===== src/rtl/nonrestore_divider.sv =====
`default_nettype none
// ============================================================================
// Module      : nonrestore_divider
// Description : Multi-cycle non-restoring divider, 2*WIDTH-bit dividend by
//               WIDTH-bit divisor, valid/ready handshakes on both sides.
//               Define DIVIDER_SIGNED_EN to honour sign_mode (two's complement).
// Revision    : 1.0 - initial release
// ============================================================================
module nonrestore_divider #(
  parameter int WIDTH = 4
) (
  input  logic               clk,
  input  logic               rst_n,
  input  logic [2*WIDTH-1:0] dividend,
  input  logic [WIDTH-1:0]   divisor,
  input  logic               sign_mode,
  input  logic               din_valid,
  output logic               din_ready,
  output logic [2*WIDTH-1:0] dout,
  output logic [WIDTH-1:0]   remainder,
  output logic               div_by_zero,
  output logic               dout_valid,
  input  logic               dout_ready
);

  localparam int QW = 2 * WIDTH;
  localparam int RW = WIDTH + 2;
  localparam int CW = (QW > 1) ? $clog2(QW) : 1;
  localparam logic [CW-1:0] C_LAST = CW'(QW - 1);

  typedef enum logic [1:0] {
    S_IDLE = 2'd0,
    S_CALC = 2'd1,
    S_FIX  = 2'd2,
    S_DONE = 2'd3
  } state_t;

  state_t r_state;
  state_t w_next_state;

  logic [CW-1:0]    r_cnt;
  logic [QW-1:0]    r_q;
  logic [RW-1:0]    r_rem;
  logic [WIDTH-1:0] r_dvs;
  logic [WIDTH-1:0] r_dvd_lo;
  logic             r_dbz;
  logic [QW-1:0]    r_dout;
  logic [WIDTH-1:0] r_rem_out;
  logic             r_dbz_out;

  logic             w_accept;
  logic             w_consume;
  logic [QW-1:0]    w_dvd_mag;
  logic [WIDTH-1:0] w_dvs_mag;
  logic [RW-1:0]    w_shift;
  logic [RW-1:0]    w_iter;
  logic [WIDTH-1:0] w_rem_fix;
  logic [QW-1:0]    w_q_out;
  logic [WIDTH-1:0] w_r_out;

  assign din_ready   = (r_state == S_IDLE);
  assign dout_valid  = (r_state == S_DONE);
  assign w_accept    = din_valid & din_ready;
  assign w_consume   = dout_valid & dout_ready;
  assign dout        = r_dout;
  assign remainder   = r_rem_out;
  assign div_by_zero = r_dbz_out;

  // Partial remainder is kept signed in WIDTH+2 bits: |R| < divisor, so 2R+bit fits.
  assign w_shift   = {r_rem[RW-2:0], r_q[QW-1]};
  assign w_iter    = r_rem[RW-1] ? (w_shift + {2'b00, r_dvs}) : (w_shift - {2'b00, r_dvs});
  assign w_rem_fix = r_rem[WIDTH-1:0] + (r_rem[RW-1] ? r_dvs : '0);

`ifdef DIVIDER_SIGNED_EN
  logic w_dvd_neg;
  logic w_dvs_neg;
  logic r_neg_q;
  logic r_neg_r;

  assign w_dvd_neg = sign_mode & dividend[QW-1];
  assign w_dvs_neg = sign_mode & divisor[WIDTH-1];
  assign w_dvd_mag = w_dvd_neg ? -dividend : dividend;
  assign w_dvs_mag = w_dvs_neg ? -divisor : divisor;
  assign w_q_out   = r_neg_q ? -r_q : r_q;
  assign w_r_out   = r_neg_r ? -w_rem_fix : w_rem_fix;

  always_ff @(posedge clk or negedge rst_n) begin
    if (!rst_n) begin
      r_neg_q <= 1'b0;
      r_neg_r <= 1'b0;
    end else if (w_accept) begin
      r_neg_q <= w_dvd_neg ^ w_dvs_neg;
      r_neg_r <= w_dvd_neg;
    end
  end
`else
  logic w_unused_sign;

  assign w_unused_sign = sign_mode;
  assign w_dvd_mag     = dividend;
  assign w_dvs_mag     = divisor;
  assign w_q_out       = r_q;
  assign w_r_out       = w_rem_fix;
`endif

  always_ff @(posedge clk or negedge rst_n) begin
    if (!rst_n) begin
      r_state <= S_IDLE;
    end else begin
      r_state <= w_next_state;
    end
  end

  always_comb begin
    w_next_state = r_state;
    case (r_state)
      S_IDLE:  if (w_accept) w_next_state = S_CALC;
      S_CALC:  if (r_cnt == C_LAST) w_next_state = S_FIX;
      S_FIX:   w_next_state = S_DONE;
      S_DONE:  if (w_consume) w_next_state = S_IDLE;
      default: w_next_state = S_IDLE;
    endcase
  end

  always_ff @(posedge clk or negedge rst_n) begin
    if (!rst_n) begin
      r_cnt     <= '0;
      r_q       <= '0;
      r_rem     <= '0;
      r_dvs     <= '0;
      r_dvd_lo  <= '0;
      r_dbz     <= 1'b0;
      r_dout    <= '0;
      r_rem_out <= '0;
      r_dbz_out <= 1'b0;
    end else begin
      case (r_state)
        S_IDLE: begin
          if (w_accept) begin
            r_cnt    <= '0;
            r_q      <= w_dvd_mag;
            r_rem    <= '0;
            r_dvs    <= w_dvs_mag;
            r_dvd_lo <= dividend[WIDTH-1:0];
            r_dbz    <= (divisor == '0);
          end
        end
        S_CALC: begin
          r_q   <= {r_q[QW-2:0], ~w_iter[RW-1]};
          r_rem <= w_iter;
          r_cnt <= r_cnt + 1'b1;
        end
        S_FIX: begin
          r_cnt     <= '0;
          r_dbz_out <= r_dbz;
          // A zero divisor bypasses sign handling and reports the raw dividend low bits.
          if (r_dbz) begin
            r_dout    <= '1;
            r_rem_out <= r_dvd_lo;
          end else begin
            r_dout    <= w_q_out;
            r_rem_out <= w_r_out;
          end
        end
        default: ;
      endcase
    end
  end

endmodule
`default_nettype wire


===== config.mk =====
export PLATFORM = sky130hd
export DESIGN_NAME = nonrestore_divider
export DESIGN_NICKNAME = d
export VERILOG_FILES = /design/src/rtl/nonrestore_divider.sv
export SDC_FILE = /design/constraint.sdc
export NUM_CORES = 1
export LEC_CHECK = 0
export ABC_AREA = 1
export CORE_ASPECT_RATIO = 0.8
export CORE_MARGIN = 5
export CORE_UTILIZATION = 30
export CTS_BUF_LIST = sky130_fd_sc_hd__clkbuf_8
export CTS_CLUSTER_DIAMETER = 150
export DETAILED_ROUTE_END_ITERATION = 12
export MAX_ROUTING_LAYER = met4
export RECOVER_POWER = 100
export SLEW_MARGIN = 10
export SYNTH_ARGS = -nofsm -noshare
export SYNTH_HDL_FRONTEND = slang
export SYNTH_SLANG_ARGS = --single-unit

===== constraint.sdc =====
create_clock -name clk -period 1.8 [get_ports clk]
set_clock_uncertainty 0.1 [all_clocks]
set_input_delay 0.45 -clock clk [delete_from_list [all_inputs] [get_ports clk]]
set_output_delay 0.45 -clock clk [all_outputs]
set_load 0.02 [all_outputs]

# Yosys cells after proc, flatten, opt, wreduce, memory -nomap -nowiden

Index checks and enable logic that the tools add are counted.

Register bits: 41
Input port bits: 17
Output and inout port bits: 15
Logic and storage cells: 46

Add/subtract/negate cells: 4
Equal/unequal tests: 7
Mux-type cells: 14
Bitwise operators: 3
Reduce and logical (&&, ||, !) cells: 8

Operators with widths:

| kind                                                                  | count |
|---|---|
| 8-bit 2-to-1 mux                                                      | 2 |
| 8-bit case mux with 2 select lines                                    | 1 |
| 6-bit 2-to-1 mux                                                      | 2 |
| 6-bit case mux with 2 select lines                                    | 1 |
| 3-bit case mux with 3 select lines                                    | 1 |
| 4-bit 2-to-1 mux                                                      | 2 |
| 2-bit case mux with 4 select lines                                    | 1 |
| 6-bit by 4-bit adder with 6-bit output                                | 1 |
| 2-bit 2-to-1 mux                                                      | 3 |
| 2-bit AND reduction                                                   | 3 |
| 6-bit by 4-bit subtractor with 6-bit output                           | 1 |
| 4-bit adder                                                           | 1 |
| 2-bit equality test, second input constant                            | 2 |
| 4-bit zero test                                                       | 1 |
| 2-bit by 1-bit != test with 1-bit output, second input constant       | 2 |
| 3-bit by 1-bit adder with 3-bit output, second input constant         | 1 |
| 3-bit equality test, second input constant                            | 1 |
| 3-bit 2-to-1 mux                                                      | 1 |
| 3-bit AND reduction                                                   | 1 |
| 3-bit nonzero test                                                    | 1 |
| 1-bit bitwise AND                                                     | 2 |
| 2-bit by 1-bit equality test with 1-bit output, second input constant | 1 |
| 2-bit zero test                                                       | 1 |
| 2-bit != test, second input constant                                  | 1 |
| other kinds (2)                                                       | 2 |

# Logic depth before layout (Yosys ltp)

Word-level depth: 4
Gate-level depth with buffers: 15
Mapped depth without buffers: 15

# Least setup slack after synthesis

No wires, ideal clock.

Path type: register to register
Start: register r_dvs[0]
End: register r_rem[3]
Setup time: 129 ps
Arrival time: 1648 ps
Data required time: 1571 ps
Path slack: -77 ps
Stages on the path, launching flop included: 13
Buffers on the path: 0
Period minus slack after synthesis: 1877 ps
Cell sequence: dfrtp_1 inv_1 ha_1 nand2_1 nand2_1 o21ai_0 ha_1 nand2_1 nand2_1 a21oi_1 nor2_1 o21ai_0 o21ai_0

Word-level cells in the longest chain between the ends: 3
Elaborated cells on any way between the ends: 4
Those cells by class: add/sub (2); mux (2)

RTL lines:

| what                                                                                                  | line | text |
|---|---|---|
| start, declared                                                                                       | 44   | `logic [WIDTH-1:0] r_dvs;` |
| start signal, assigned                                                                                | 143  | `r_dvs <= w_dvs_mag;` |
| 6-bit by 4-bit subtractor with 6-bit output or 6-bit by 4-bit adder with 6-bit output (tied branches) | 71   | `assign w_iter = r_rem[RW-1] ? (w_shift + {2'b00, r_dvs}) : (w_shift - {2'b00, r_dvs});` |
| 6-bit 2-to-1 mux (*)                                                                                  | 71   |  |
| 6-bit case mux with 2 select lines (*)                                                                | 137  | `case (r_state)` |
| end signal, assigned                                                                                  | 150  | `r_rem <= w_iter;` |
| end, declared                                                                                         | 43   | `logic [RW-1:0] r_rem;` |

Mark *: on every way between the ends. The rest lies on a longest branch, timed or not.
A chain may end at the register's enable or synchronous reset.

# Final worst setup path

Start: register r_dvs[1]
End: register r_rem[4]

The elaborated chain is that of the path after synthesis.

==> impl_results.md <==
- Ant. Diodes: 0
- Nets: roughly 360
- Worst endpoint required time: a little under 2 ns
- CTS buffer count: 5
- Die W: roughly 110 um
- Initial antenna violation count: 0
- Multi-input logic area: approximately 1200 um2
- PD cells: 2040 nW/um2
- Min Tclk post-route: just under 2 ns
- Pins Over Slew Limit: 0
- Simple-Gate Fraction of Synth Area: 0.169
- PnR worst setup slack: -0.158 ns
- Critical Path Source Type: flop
- Most frequent cells in the layout: nand2_1 (55), dfrtp_1 (39), inv_1 (28), buf_4 (28), clkdlybuf4s50_1 (14)
- Synth Flop Type: dfrtp_1
- Clock tree buffer depth: 2
- Syn Inst Count: 259
- CTS sink cnt: slightly above 40
- Post-DR vias/cell: roughly 4.6
- Synthesized Nets: approximately 290
- R2R cell count: 11
- 1st-pass router iterations: 4
- Routability congestion estimate: 0.846
- Worst r2r dst: r_rem[4]
- PortBufs: 30
- Fraction of layout cells with a size suffix above 1: 0.290
- CP Data Arrival Time: between 2 and 2.5 ns
- Core Box Area: roughly 7000 um2
- Seq/Total Area, Yosys: 0.468
- Rows: 27
- DR WL/cell: roughly 13 um
- I/O Pins: 32
- Smallest hold slack: approximately 0.29 ns
- CTS tree: done
- Final Total Pwr: between 6 and 7 mW
- Total GRT Usage: 0.126
- Yosys reg bits: 41
- DRT iter0 DRCs: 60
- Setup TNS: -0.442 ns
- Worst Setup End Kind: flop
- Final hold vios: 0
- MaxCap Viol Count: 0
- Ys Warns: 0
- Critical path class: flop to flop
- Worst hold path type: input pin to async pin
- Largest net degree at the start of global routing: 42
- Highest clock rate: approximately 0.5 GHz
- Placed Cells: ~400
- Worst IR Drop VDD: approximately 0.86 mV
- Largest family of logic cells by synthesized area: simple AND/OR/NAND/NOR gates
- Skew-Pair Late Insertion Delay: 0.30 ns
- Number of fill cells: about 690
- Worst-path clk slew: 0.08 ns
- Area grow syn2layout: 41.7%
- Critical path startpoint: r_dvs[1]
- Post-synthesis compound-gate area fraction: 0.147
- Mapped Area: ~2200 um2
- Endpoints failing setup: 5
- XOR/XNOR share of the synthesized area: 0.0120
- Most common cell after layout, fill and taps aside: nand2_1
- Worst reg2reg path startpoint: r_dvs[1]
- ANT nets after route: 0
- CTS Hold Bufs: 0
- Final Cycle Share: 1.09
- Initial Util: 0.314
- Failing checks: negative setup slack
- Mux cell area share after synthesis: 0.0154
- Post-synth EDFFs: 0
- RSZ-0062 raised after global routing: true
- DP HPWL: around 3700 um
- Outcome: finished with violations
- Slew headroom: 0.326
- Area of the die: about 9000 um2
- Avg Cell Area, Syn: roughly 8.5 um2
- Vias in the first global route: roughly 1,900
- Seq. cell area: slightly above 1000 um2
- GR Overflow Total: 0
- R2R setup slack: -0.16 ns
- Worst slew pin tran: approximately 1.0 ns
- Adder-cell share of the synthesized area: 0.109
- Clock Tree Root: clkbuf_8
- Distinct cells, synth: 26
- CTS H-tree depth: 2
- Drt total wl: between 5000 and 6000 um
- Non-filler cells, final: slightly above 400
- Lkg Pwr: around 1.5 nW
- Chip height: ~87 um
- Critical Path Fanout Max: 4
- Vias: ~1,900
- Wire length of the first global-routing pass: approximately 8800 um
- Async set or reset register ratio after synthesis: 1.00
- DRC: 0
==> Yosys cell counts (2+ instances only) <==
cell type	instances	share of area
inv_2	2	0.0034
fa_1	2	0.018
o211ai_1	11	0.038
o22ai_1	2	0.0057
inv_1	37	0.063
o21ai_0	20	0.046
mux2_2	3	0.015
ha_1	16	0.091
dfrtp_1	41	0.47
nand3_1	12	0.027
o21ai_1	7	0.016
nand2_1	64	0.11
xor2_1	2	0.0080
a31oi_1	2	0.0057
nor2_1	14	0.024
a21oi_1	11	0.025
clkbuf_1	3	0.0051
buf_2	2	0.0046
==> cell type report <==
class                           instances  share of cell area
Clock inverter                          2              0.0113
Clock buffer                            5              0.0221
Multi-Input combinational cell        173               0.373
Tap cell                               87              0.0350
Timing Repair Buffer                   68               0.180
Sequential cell                        41               0.331
Inverter                               39              0.0471
==> critical path: stages, from the launching register on <==
cell	delay, ns
dfrtp_2	0.44
nor2_2	0.15
a21oi_2	0.07
xor2_1	0.15
inv_1	0.08
ha_4	0.21
buf_4	0.14
a21oi_2	0.11
nand2_1	0.10
a21oi_1	0.18
o21ai_1	0.09
o21ai_1	0.08
==> sequential cells by signal, summed over array words and instances (netlist names) <==
| signal | flops |
|---|---|
| div_by_zero | 1 |
| remainder | 4 |
| r_dvs | 4 |
| r_rem | 6 |
| r_dbz | 1 |
| dout | 8 |
| r_state | 2 |
| r_dvd_lo | 4 |
| r_q | 8 |
| r_cnt | 3 |
==> report_power, final <==
| group | switching (mW) | internal, mW |
|---|---|---|
| combinational | 2.12 | 1.81 |
| sequential | 0.296 | 1.35 |
| clock | 0.350 | 0.404 |
| total | 2.76 | 3.57 |
==> worst max path at each step <==
| stage | to | slack, ns |
|---|---|---|
| 2_1_floorplan | r_q[0] | -0.007 |
| 3_3_place_gp | r_q[0] | -0.11 |
| 3_5_place_dp | r_q[0] | -0.13 |
| 4_1_cts | r_rem[5] | -0.12 |
| 5_1_grt | r_rem[4] | -0.30 |
| 6_report | r_rem[4] | -0.16 |
==> through the flow <==
stage                     cell area (um2)  utilization  setup slack, ns
after global placement               2830        0.405           -0.107
after floorplan                      2220            -         -0.00714
final                                3110        0.445           -0.158
after global routing                 3110        0.445           -0.300
after detailed placement             2830        0.405           -0.130
after CTS                            3010        0.430           -0.122
==> per-layer routing <==
metal / vias up / routed length (um) / GRT usage
met3: 6 / 242 / 0.0439
met5: - / 0 / -
met4: 0 / 61 / 0.0318
li1: 984 / - / -
met2: 30 / 2370 / 0.194
met1: 882 / 2700 / 0.160
==> cells by family after synthesis <==
logic type      count (synthesis)
compound gates                 56
xor+xnor                        3
fa+ha+maj                      18
buf+inv                        45
flops                          41
mux                             3
simple gates                   93
==> what timing repair did <==
| action | 4_1_cts | 5_1_grt |
|---|---|---|
| setup endpoints to repair | 22 | 16 |
| setup buffers | 6 | 6 |
| pin swaps | 20 | 23 |
| resized for setup | 42 | 28 |
No activity file was read; power rests on OpenSTA's default activity.
